### src/rtl/regfile_wb_arbiter_pkg.sv
// Shared definitions for the register-file write-back path.
package regfile_wb_arbiter_pkg;

   localparam int unsigned NUM_REGS  = 16;
   localparam int unsigned WB_SEL_W  = 4;
   localparam int unsigned WB_DATA_W = 32;

   // Arbitration priority state
   typedef enum logic {
      LD_PRI  = 1'b0,
      ALU_PRI = 1'b1
   } arb_state_e;

   // 4-to-16 register select decode, shared with the register file
   function automatic logic [NUM_REGS-1:0] onehot16(input logic [WB_SEL_W-1:0] sel);
      logic [NUM_REGS-1:0] v;
      v      = '0;
      v[sel] = 1'b1;
      return v;
   endfunction

endpackage

### src/rtl/regfile_wb_arbiter_if.sv
// Write-back request bus: ALU result path and load return path.
interface regfile_wb_arbiter_if #(
   parameter int unsigned DATA_W = 32,
   parameter int unsigned SEL_W  = 4
);

   logic              alu_valid;
   logic              alu_ready;
   logic [SEL_W-1:0]  alu_rd;
   logic [DATA_W-1:0] alu_data;

   logic              ld_valid;
   logic              ld_ready;
   logic [SEL_W-1:0]  ld_rd;
   logic [DATA_W-1:0] ld_data;

   // Requesters side
   modport master (
      output alu_valid, alu_rd, alu_data,
      output ld_valid, ld_rd, ld_data,
      input  alu_ready, ld_ready
   );

   // Arbiter side
   modport slave (
      input  alu_valid, alu_rd, alu_data,
      input  ld_valid, ld_rd, ld_data,
      output alu_ready, ld_ready
   );

endinterface

### src/rtl/regfile_wb_arbiter_starve_ctr.sv
// Saturating count of cycles the ALU lost arbitration to a load.
module wb_starve_ctr #(
   parameter int unsigned MAX_WAIT = 3
) (
   input  logic i_clock,
   input  logic i_clear,
   input  logic i_inc,
   input  logic i_clr,
   output logic o_tc
);

   localparam int unsigned CNT_W = $clog2(MAX_WAIT + 1);
   localparam logic [CNT_W-1:0] CNT_MAX = CNT_W'(MAX_WAIT);
   localparam logic [CNT_W-1:0] CNT_TC  = CNT_W'(MAX_WAIT - 1);

   logic [CNT_W-1:0] r_cnt;

   // Count stalled cycles; clear wins over increment; hold at CNT_MAX
   always_ff @(posedge i_clock or posedge i_clear) begin
      if (i_clear) begin
         r_cnt <= '0;
      end else if (i_clr) begin
         r_cnt <= '0;
      end else if (i_inc && (r_cnt != CNT_MAX)) begin
         r_cnt <= r_cnt + CNT_W'(1);
      end
   end

   // Next stalled cycle is the last one the ALU may lose
   assign o_tc = (r_cnt == CNT_TC);

endmodule

### src/rtl/regfile_wb_arbiter.sv
// Write-back arbiter for the 16 x 32 register file: load-first priority with
// a starvation guard that forces an ALU grant after MAX_WAIT lost cycles.
module regfile_wb_arbiter
   import regfile_wb_arbiter_pkg::*;
#(
   parameter int unsigned DATA_W   = WB_DATA_W,
   parameter int unsigned SEL_W    = WB_SEL_W,
   parameter int unsigned MAX_WAIT = 3,
   parameter bit          R0_ZERO  = 1'b0
) (
   input  logic                i_clock,
   input  logic                i_clear,
   regfile_wb_arbiter_if.slave bus,
   output logic                o_wr_en,
   output logic [SEL_W-1:0]    o_wr_sel,
   output logic [DATA_W-1:0]   o_wr_data,
   output logic [NUM_REGS-1:0] o_busy
);

   arb_state_e          r_state;
   logic                r_wr_en;
   logic [SEL_W-1:0]    r_wr_sel;
   logic [DATA_W-1:0]   r_wr_data;

   logic                w_alu_gnt;
   logic                w_ld_gnt;
   logic                w_any_gnt;
   logic                w_ctr_inc;
   logic                w_ctr_clr;
   logic                w_ctr_tc;
   logic                w_r0_drop;
   logic [SEL_W-1:0]    w_sel;
   logic [DATA_W-1:0]   w_data;
   logic [NUM_REGS-1:0] w_busy;

   // Grant decode: at most one grant, never while clear is asserted
   always_comb begin
      w_alu_gnt = 1'b0;
      w_ld_gnt  = 1'b0;
      if (!i_clear) begin
         unique case (r_state)
            LD_PRI: begin
               w_ld_gnt  = bus.ld_valid;
               w_alu_gnt = bus.alu_valid & ~bus.ld_valid;
            end
            ALU_PRI: begin
               // A withdrawn ALU request hands the slot to the load
               w_alu_gnt = bus.alu_valid;
               w_ld_gnt  = bus.ld_valid & ~bus.alu_valid;
            end
            default: begin
               w_alu_gnt = 1'b0;
               w_ld_gnt  = 1'b0;
            end
         endcase
      end
   end

   assign bus.alu_ready = w_alu_gnt;
   assign bus.ld_ready  = w_ld_gnt;
   assign w_any_gnt     = w_alu_gnt | w_ld_gnt;

   // Winner's destination and data feed the output stage
   assign w_sel     = w_alu_gnt ? bus.alu_rd : bus.ld_rd;
   assign w_data    = w_alu_gnt ? bus.alu_data : bus.ld_data;
   assign w_r0_drop = R0_ZERO && (w_sel == '0);

   // ALU lost a cycle to a load while in load-priority mode
   assign w_ctr_inc = (r_state == LD_PRI) & w_ld_gnt & bus.alu_valid;
   assign w_ctr_clr = w_alu_gnt | (r_state == ALU_PRI);

   wb_starve_ctr #(
      .MAX_WAIT (MAX_WAIT)
   ) u_starve_ctr (
      .i_clock (i_clock),
      .i_clear (i_clear),
      .i_inc   (w_ctr_inc),
      .i_clr   (w_ctr_clr),
      .o_tc    (w_ctr_tc)
   );

   // Priority FSM and registered write port
   always_ff @(posedge i_clock or posedge i_clear) begin
      if (i_clear) begin
         r_state   <= LD_PRI;
         r_wr_en   <= 1'b0;
         r_wr_sel  <= '0;
         r_wr_data <= '0;
      end else begin
         r_wr_en <= w_any_gnt & ~w_r0_drop;
         if (w_any_gnt) begin
            r_wr_sel  <= w_sel;
            r_wr_data <= w_data;
         end
         unique case (r_state)
            LD_PRI: begin
               if (w_ctr_inc && w_ctr_tc) begin
                  r_state <= ALU_PRI;
               end
            end
            ALU_PRI: r_state <= LD_PRI;
            default: r_state <= LD_PRI;
         endcase
      end
   end

   // Destinations that are requested or about to be written
   always_comb begin
      w_busy = '0;
      if (!i_clear) begin
         if (bus.alu_valid) begin
            w_busy = w_busy | onehot16(bus.alu_rd);
         end
         if (bus.ld_valid) begin
            w_busy = w_busy | onehot16(bus.ld_rd);
         end
         if (r_wr_en) begin
            w_busy = w_busy | onehot16(r_wr_sel);
         end
      end
   end

   assign o_wr_en   = r_wr_en;
   assign o_wr_sel  = r_wr_sel;
   assign o_wr_data = r_wr_data;
   assign o_busy    = w_busy;

endmodule

### src/flat_wrapper.sv
// flat-port wrapper written by rule: the top's interface ports become plain ports
module regfile_wb_arbiter_flat import regfile_wb_arbiter_pkg::*;
#(
   parameter int unsigned DATA_W   = WB_DATA_W,
   parameter int unsigned SEL_W    = WB_SEL_W,
   parameter int unsigned MAX_WAIT = 3,
   parameter bit          R0_ZERO  = 1'b0
)
  (i_clock, i_clear, o_wr_en, o_wr_sel, o_wr_data, o_busy, bus_alu_valid, bus_alu_rd, bus_alu_data, bus_ld_valid, bus_ld_rd, bus_ld_data, bus_alu_ready, bus_ld_ready);
  regfile_wb_arbiter_if #(.DATA_W(DATA_W), .SEL_W(SEL_W)) bus_i ();
  input  logic i_clock;
  input  logic i_clear;
  output logic o_wr_en;
  output logic [SEL_W-1:0] o_wr_sel;
  output logic [DATA_W-1:0] o_wr_data;
  output logic [NUM_REGS-1:0] o_busy;
  input wire logic [$bits(bus_i.alu_valid)-1:0] bus_alu_valid;
  input wire logic [$bits(bus_i.alu_rd)-1:0] bus_alu_rd;
  input wire logic [$bits(bus_i.alu_data)-1:0] bus_alu_data;
  input wire logic [$bits(bus_i.ld_valid)-1:0] bus_ld_valid;
  input wire logic [$bits(bus_i.ld_rd)-1:0] bus_ld_rd;
  input wire logic [$bits(bus_i.ld_data)-1:0] bus_ld_data;
  output wire logic [$bits(bus_i.alu_ready)-1:0] bus_alu_ready;
  output wire logic [$bits(bus_i.ld_ready)-1:0] bus_ld_ready;
  assign bus_i.alu_valid = bus_alu_valid;
  assign bus_i.alu_rd = bus_alu_rd;
  assign bus_i.alu_data = bus_alu_data;
  assign bus_i.ld_valid = bus_ld_valid;
  assign bus_i.ld_rd = bus_ld_rd;
  assign bus_i.ld_data = bus_ld_data;
  assign bus_alu_ready = bus_i.alu_ready;
  assign bus_ld_ready = bus_i.ld_ready;
  regfile_wb_arbiter #(.DATA_W(DATA_W), .SEL_W(SEL_W), .MAX_WAIT(MAX_WAIT), .R0_ZERO(R0_ZERO)) u_core (.i_clock(i_clock), .i_clear(i_clear), .bus(bus_i), .o_wr_en(o_wr_en), .o_wr_sel(o_wr_sel), .o_wr_data(o_wr_data), .o_busy(o_busy));
endmodule
### config.mk
export PLATFORM = sky130hd
export DESIGN_NAME = regfile_wb_arbiter_flat
export DESIGN_NICKNAME = d
export VERILOG_FILES = /design/src/rtl/regfile_wb_arbiter_pkg.sv /design/src/rtl/regfile_wb_arbiter_if.sv /design/src/rtl/regfile_wb_arbiter_starve_ctr.sv /design/src/rtl/regfile_wb_arbiter.sv /design/src/flat_wrapper.sv
export SDC_FILE = /design/constraint.sdc
export NUM_CORES = 1
export LEC_CHECK = 0
export ABC_CLOCK_PERIOD_IN_PS = 4690
export CAP_MARGIN = 20
export CORE_ASPECT_RATIO = 0.9
export CORE_MARGIN = 10
export CORE_UTILIZATION = 25
export CTS_CLUSTER_DIAMETER = 80
export DETAILED_ROUTE_END_ITERATION = 12
export PLACE_DENSITY_LB_ADDON = 0.05
export SLEW_MARGIN = 20
export SYNTH_ARGS = -nofsm -noshare
export SYNTH_HDL_FRONTEND = slang
export SYNTH_SLANG_ARGS = --single-unit
### constraint.sdc
create_clock -name i_clock -period 4.69 [get_ports i_clock]
set_clock_uncertainty 0.1 [all_clocks]
set_input_delay 0.7035 -clock i_clock [delete_from_list [all_inputs] [get_ports i_clock]]
set_output_delay 0.7035 -clock i_clock [all_outputs]
set_load 0.03 [all_outputs]
== Word level (Yosys, flattened, before mapping) ==
Cells that the tools add are included.
Operators by class
  reduce and logical (&&, ||, !) cells: 6
  mux-type cells: 22
  eq/ne operators: 2
  order comparisons: 6
  add/sub/neg operators: 1
  bitwise logic cells: 11
Operators with widths (count)
  $mux W16: 6
  $mux W32: 1
  $or A16 B16 Y16: 2
  $lt A4 B5 Y1 const B: 3
  $demux W1 S4: 3
  $ge A4 B1 Y1 const B: 3
  $mux W1: 6
  $pmux W1 S2: 3
  $logic_and A1 B1 Y1: 5
  $and A1 B1 Y1: 4
  $mux W2: 2
  $mux W4: 1
  $not A1 Y1: 3
  $add A2 B1 Y2 const B: 1
  $eq A2 B2 Y1 const B: 1
  $ne A2 B2 Y1 const B: 1
  $or A1 B1 Y1: 2
  $reduce_bool A2 Y1: 1
Word-level totals
  logic and storage cells: 53
  bits in registers: 40
  input bits: 76

== Depth between registers and ports, before layout ==
Gate-level depths: netlist (run 1).
  depth after elaboration: 12
  mapped depth: 4

== Cells and area by module ==
Synthesis (run 1) repeated with hierarchy kept, for this count alone.
Unflattened totals
  cells, all modules: 301
  area, all modules: 2577.5 um^2
By module, submodules not included
  regfile_wb_arbiter: cells each 288, instances 1, area each 2431.1 um^2, sequential area each 950.9 um^2
  wb_starve_ctr: cells each 13, instances 1, area each 146.4 um^2, sequential area each 50.0 um^2

== Worst setup path after synthesis (run 1) ==
Ideal clock, no wire load.
  path kind: in2out
  start: input i_clear
  end: output o_busy[0]
  data arrival time: 1.905 ns
  setup slack: 1.982 ns
  stages: 4
  path through: buf_2 nor2_1 nand3b_1 o31ai_1
Between the ends
  cells in the longest elaborated chain, start to end: 1
RTL lines
  from (decl): line flat_wrapper.sv:12  | input logic i_clear;
  $mux W16: line regfile_wb_arbiter.sv:110  | if (!i_clear) begin
  to (decl): line flat_wrapper.sv:16  | output logic [NUM_REGS-1:0] o_busy;
No other way between the ends.

== Worst setup path after layout (run 1) ==
Ends and elaborated chain as after synthesis.

==> results of run 1 <==
-- kinds of logic after synthesis --
kind of cell,Yosys count,share of synthesized area
adders and majority gates,2,0.0111
AOI/OAI and AO/OA,58,0.241
buffers and inverters,17,0.0514
and+or+nand+nor,97,0.254
DFF,40,0.442
-- power by group through the flow --
stage	sequential, mW	clock, mW	combinational (mW)
finish	0.426	0.285	0.400
global placement	0.431	0	0.405
floorplan	0.510	0	0.126
global route	0.433	0.311	0.431
detailed placement	0.430	0	0.406
CTS	0.426	0.296	0.406
-- per-stage QoR --
stage                     utilization  worst slack [ns]  area (sq um)
final                           0.431             0.934          3750
after global routing            0.431             0.736          3750
after CTS                       0.431             0.943          3750
after detailed placement        0.419             0.943          3640
after global placement          0.419             0.973          3640
after floorplan                     -              1.98          2260
-- layout make-up --
| type | instances | area [sq um] |
|---|---|---|
| tap | 119 | 149 |
| fill | 879 | 4940 |
| timing repair buffer | 133 | 1320 |
| clock buffer | 6 | 72.6 |
| sequential | 40 | 1000 |
| multi-input combinational | 157 | 1140 |
| clock inverter | 2 | 35.0 |
| inverter | 6 | 22.5 |
-- synth_stat cells (all sizes together) --
library cell,count
and2b,1
nand2b,1
nor2,3
o21ai,1
or4,2
clkbuf,1
nor3b,8
o31ai,1
and2,36
a22oi,11
and3,3
a31oi,2
nand3,2
a222oi,2
nand2,28
nor3,3
and3b,9
buf,10
nand3b,1
a211oi,1
ha,2
a221o,36
o21bai,1
a32oi,3
inv,6
dfrtp,40
-- per-layer routing --
| layer | track usage | vias up | routed length (microns) |
|---|---|---|---|
| met2 | 0.190 | 98 | 3800 |
| met1 | 0.166 | 1119 | 4010 |
| met5 | 0 | - | 0 |
| met3 | 0.0539 | 4 | 852 |
| met4 | 0.0275 | 0 | 59 |
| li1 | - | 1073 | - |
-- worst max-delay path: cells and delay by family --
kind | cells | cell delay, ns
buf+inv | 2 | 1.43
simple gates | 1 | 0.55
compound gates | 2 | 0.26
-- worst paths after layout --
kind / endpoint / slack [ns] / cells past startpoint
max in group asynchronous: u_core.o_wr_data[30]$_DFFE_PP0P_ / 2.66 / 2
hold reg to reg: u_core.u_starve_ctr.r_cnt[0]$_DFFE_PP0P_ / 0.44 / 1
min in group asynchronous: u_core.o_wr_sel[1]$_DFFE_PP0P_ / 1.28 / 2
setup reg to reg: u_core.o_wr_data[24]$_DFFE_PP0P_ / 3.08 / 4
hold / removal: u_core.u_starve_ctr.r_cnt[0]$_DFFE_PP0P_ / 0.44 / 1
setup / recovery: o_busy[0] / 0.93 / 5
-- sequential cells by signal, indices dropped and copies added (netlist names) --
signal and flops:
u_core.r_state 1, u_core.o_wr_data 32, u_core.u_starve_ctr.r_cnt 2, u_core.o_wr_en 1, u_core.o_wr_sel 4
==> flow_summary.json, run 1 <==
{
  "die_area_sq_mm": 0.0133,
  "critPathLaunchType": "input pin",
  "setup.worst_path.end_class": "primary output",
  "synth_cells": 214,
  "dpl.hpwl_microns": 6420,
  "p_leak_nw": 1.54,
  "grt_max_degree": 41,
  "post-cts-setup-buffers": 0,
  "yosysTopAreaCell": "dfrtp_1",
  "power.share.switching": 0.330,
  "critical_path_required_ns": 3.89,
  "grt_pass1_vias": 2356,
  "core-area_sq_mm": 0.00869,
  "p_per_area_mw_per_mm2": 297,
  "crit_type": "input pin to primary output",
  "clk_path_buf_depth": 2,
  "vdd_drop_max_mv": 0.168,
  "yosys_warnings": 0,
  "antenna_found_initial": 0,
  "area_delta_synth_final_pct": 65.7,
  "grt_pass1_wl_microns": 13500,
  "fin_crit_ns": 3.76,
  "overflow": 0,
  "p_sw_mw": 0.367,
  "route.detailed.drc": 0,
  "synth.avg_cell_area_sq_um": 10.6,
  "num_vias": 2294,
  "hold_viol_final": 0,
  "cts_hold_buffers": 0,
  "clkSlewWorstSetupHoldPaths_ns": 0.09,
  "die_height_microns": 110,
  "critical_path.startpoint": "i_clear",
  "drt_first_pass_iters": 4,
  "min_path_type": "flip-flop to flip-flop",
  "setup_viol": 0,
  "cts_buffers": 5,
  "r2r-start": "u_core.r_state$_DFF_PP0_",
  "outcome": "complete, no violations",
  "crit_top_cell": "clkdlybuf4s50_1",
  "drive_above_1_share": 0.0552,
  "synth_top_area_share": 0.442,
  "fin_crit_sh": 0.801,
  "nets": 421,
  "grt_use_total": 0.126,
  "placementRows": 32,
  "slowest_delay_ns": 0.72,
  "power_mw": 1.11,
  "ios": 131,
  "finalWirelength_microns": 8720,
  "max-slew-margin-rel": 0.417,
  "gp_congestion": 0.885,
  "cts_resized": 0,
  "synth_area_leaders": "dfrtp_1, a221o_1, and2_0",
  "clk_latency_ns": 0.29,
  "rsz0062_at_grt": "no",
  "comb_power_share": 0.360,
  "intPower_mw": 0.745,
  "final_common_cell": "clkdlybuf4s50_1",
  "crit_slowest_cell": "clkdlybuf4s50_1",
  "n_antenna_cell": 0,
  "p_clk_frac": 0.257,
  "synth_nets": 292,
  "fin_hold_ws_ns": 0.442,
  "postRouteAntennaNets": 0,
  "crit_path_cell_trace": "clkdlybuf4s50_1, nor3_1, a22oi_1, o31ai_1, clkdlybuf4s50_1",
  "portBuffers": 130,
  "synth-seq-cells": 40,
  "pwr-share-seq": 0.383,
  "slew_violations": 0,
  "h-tree-depth": 2,
  "fin_cells": 463,
  "fmax_mhz": 266,
  "first_iter_violations": 102,
  "crit_fanout": 16,
  "clock_sinks": 40,
  "ys_types": 33,
  "final_cell_mix": "clkdlybuf4s50_1, dfrtp_1, a221o_1",
  "wl_per_cell_microns": 18.8,
  "min-delay-start": "u_core.r_state$_DFF_PP0_",
  "tns_ns": 0,
  "worstMarginPinSlew_ns": 0.873,
  "critical_path_arrival_ns": 2.95,
  "routed_via_density": 4.95,
  "cts_tree": "built",
  "yosysSeqAreaShare": 0.442,
  "cts-root-buf": "clkbuf_8",
  "max-cap-violations": 0,
  "initial_core_util": 0.260,
  "netlist_area_sq_mm": 0.00226,
  "die_width_microns": 120,
  "dp.cells": 455
}
(Power assumes the default switching activity.)
==> run 2: changes to the inputs <==
--- a/config.mk
+++ b/config.mk
@@ -5,7 +5,7 @@
 export SDC_FILE = /design/constraint.sdc
 export NUM_CORES = 1
 export LEC_CHECK = 0
-export ABC_CLOCK_PERIOD_IN_PS = 4690
+export ABC_CLOCK_PERIOD_IN_PS = 3750
 export CAP_MARGIN = 20
 export CORE_ASPECT_RATIO = 0.9
 export CORE_MARGIN = 10
==> constraint.sdc (replaced) <==
create_clock -name i_clock -period 3.75 [get_ports i_clock]
set_clock_uncertainty 0.1 [all_clocks]
set_input_delay 0.5625 -clock i_clock [delete_from_list [all_inputs] [get_ports i_clock]]
set_output_delay 0.5625 -clock i_clock [all_outputs]
set_load 0.03 [all_outputs]
==> run 2 against run 1 <==
Effect of this change:
- clock power is 35% higher
- combinational power is 26% higher
- cell count is 0.65% higher
- first-iteration DRC count is 13% higher
- clock-buffer cell count is 1 higher
- highest routed layer unchanged
==> flow_summary.json, run 2 (synthesis results as in run 1) <==
{
  "routed_via_density": 4.88,
  "worstMarginPinSlew_ns": 0.885,
  "nFillCells": 870,
  "final_cell_mix": "clkdlybuf4s50_1, dfrtp_1, a221o_1",
  "area_delta_synth_final_pct": 67.4,
  "antenna_found_initial": 0,
  "ios": 131,
  "finalWirelength_microns": 8640,
  "cts_hold_buffers": 0,
  "fin_area_sq_mm": 0.00379,
  "post_dp_cell_area_sq_mm": 0.00366,
  "p_per_area_mw_per_mm2": 374,
  "max-slew-margin-rel": 0.409,
  "dpl.hpwl_microns": 6490,
  "initial_core_util": 0.260,
  "power.share.switching": 0.315,
  "critPathLaunchType": "input pin",
  "overflow": 0,
  "rsz0062_at_grt": "no",
  "critical_path_required_ns": 3.09,
  "tns_ns": 0,
  "drt_first_pass_iters": 4,
  "min-delay-start": "u_core.r_state$_DFF_PP0_",
  "final_common_cell": "clkdlybuf4s50_1",
  "post-cts-setup-buffers": 0,
  "grt_max_degree": 41,
  "setup_viol": 0,
  "clkSlewWorstSetupHoldPaths_ns": 0.08,
  "die_area_sq_mm": 0.0133,
  "p_leak_nw": 1.56,
  "r2r-start": "u_core.r_state$_DFF_PP0_",
  "regToRegEndpoint": "u_core.o_wr_data[24]$_DFFE_PP0P_",
  "cts_tree": "built",
  "clock_sinks": 40,
  "wl_per_cell_microns": 18.5,
  "critical_path_arrival_ns": 2.78,
  "clk_latency_ns": 0.28,
  "grt_pass1_vias": 2327,
  "r2r_setup_slack_ns": 2.14,
  "num_vias": 2274,
  "drive_above_1_share": 0.0692,
  "clk_path_buf_depth": 2,
  "fmax_mhz": 290,
  "pwr-share-seq": 0.375,
  "min_path_type": "flip-flop to flip-flop",
  "critical_path.startpoint": "i_clear",
  "crit_type": "input pin to primary output",
  "h-tree-depth": 2,
  "n_antenna_cell": 0,
  "fin_crit_ns": 3.44,
  "hold_viol_final": 0,
  "max-cap-violations": 0,
  "cts_buffers": 5,
  "core-area_sq_mm": 0.00869,
  "hold_end": "u_core.u_starve_ctr.r_cnt[0]$_DFFE_PP0P_",
  "pre_cts_ws_ns": 0.325,
  "fin_crit_sh": 0.918,
  "crit_fanout": 16,
  "comb_power_share": 0.355,
  "cts_resized": 0,
  "rr_worst_depth": 4,
  "slew_violations": 0,
  "setup.worst_path.end_class": "primary output",
  "first_iter_violations": 115,
  "die_height_microns": 110,
  "intPower_mw": 0.971,
  "postRouteAntennaNets": 0,
  "die_width_microns": 120,
  "portBuffers": 130,
  "grt_pass1_wl_microns": 13300,
  "p_clk_frac": 0.271,
  "vdd_drop_max_mv": 0.154,
  "gp_congestion": 0.925,
  "outcome": "complete, no violations",
  "p_sw_mw": 0.447,
  "fin_hold_ws_ns": 0.442,
  "cts-root-buf": "clkbuf_8",
  "route.detailed.drc": 0,
  "grt_use_total": 0.124,
  "nets": 424,
  "largest_reg_flops": 32,
  "fin_ws_ns": 0.307,
  "placementRows": 32,
  "min_path_cells": 1
}
## run 2: changes by cell type in the layout (fill, tap and decap cells not counted)
cell	before	now
buf_4	3	7
clkbuf_8	5	7
clkbuf_1	1	0
clkdlybuf4s50_1	130	129
clkinv_2	1	0
## run 2: cell type report
type                    count  area, sq um  share of cell area
multi-input cells         157         1140               0.302
flip-flops and latches     40         1000               0.264
repair buffers            136         1340               0.355
clock buffers               7         96.3              0.0254
inverters                   6         22.5             0.00595
clock inverters             1         30.0             0.00793
well taps                 119          149              0.0393
## run 2: worst max-delay path, stage by stage
cell	delay [ns]
clkdlybuf4s50_1	0.70
nor3b_1	0.56
a22oi_1	0.18
nand2_1	0.11
clkdlybuf4s50_1	0.67
## run 2: how the worst max path moves through the flow
| stage | endpoint | slack (ns) | depth (start not counted) |
|---|---|---|---|
| 2_1_floorplan | o_busy[0] | 1.32 | 4 |
| 3_5_place_dp | o_busy[0] | 0.32 | 5 |
| 4_1_cts | o_busy[0] | 0.32 | 5 |
| 5_1_grt | o_busy[5] | 0.12 | 5 |
| 3_3_place_gp | o_busy[12] | 0.35 | 5 |
| 6_report | o_busy[12] | 0.31 | 5 |
## run 2: layer usage
metal,GRT usage,vias to the layer above,share of wire
li1,-,1082,-
met1,0.167,1089,0.47
met2,0.184,101,0.42
met3,0.0554,2,0.10
met4,0.0189,0,0.0034
met5,0,-,0
## run 2: through the flow
stage	cells	power (mW)	utilization
final	466	1.42	0.436
after global routing	466	1.49	0.436
after CTS	466	1.44	0.436
after detailed placement	458	1.05	0.421
after global placement	458	1.05	0.421
after floorplan	214	0.795	-
## run 2: power by group through the flow
stage	logic (mW)	registers [mW]	clock network, mW
6_report	0.503	0.531	0.384
2_1_floorplan	0.157	0.638	0
3_3_place_gp	0.509	0.538	0
4_1_cts	0.510	0.531	0.402
5_1_grt	0.539	0.540	0.416
3_5_place_dp	0.509	0.537	0
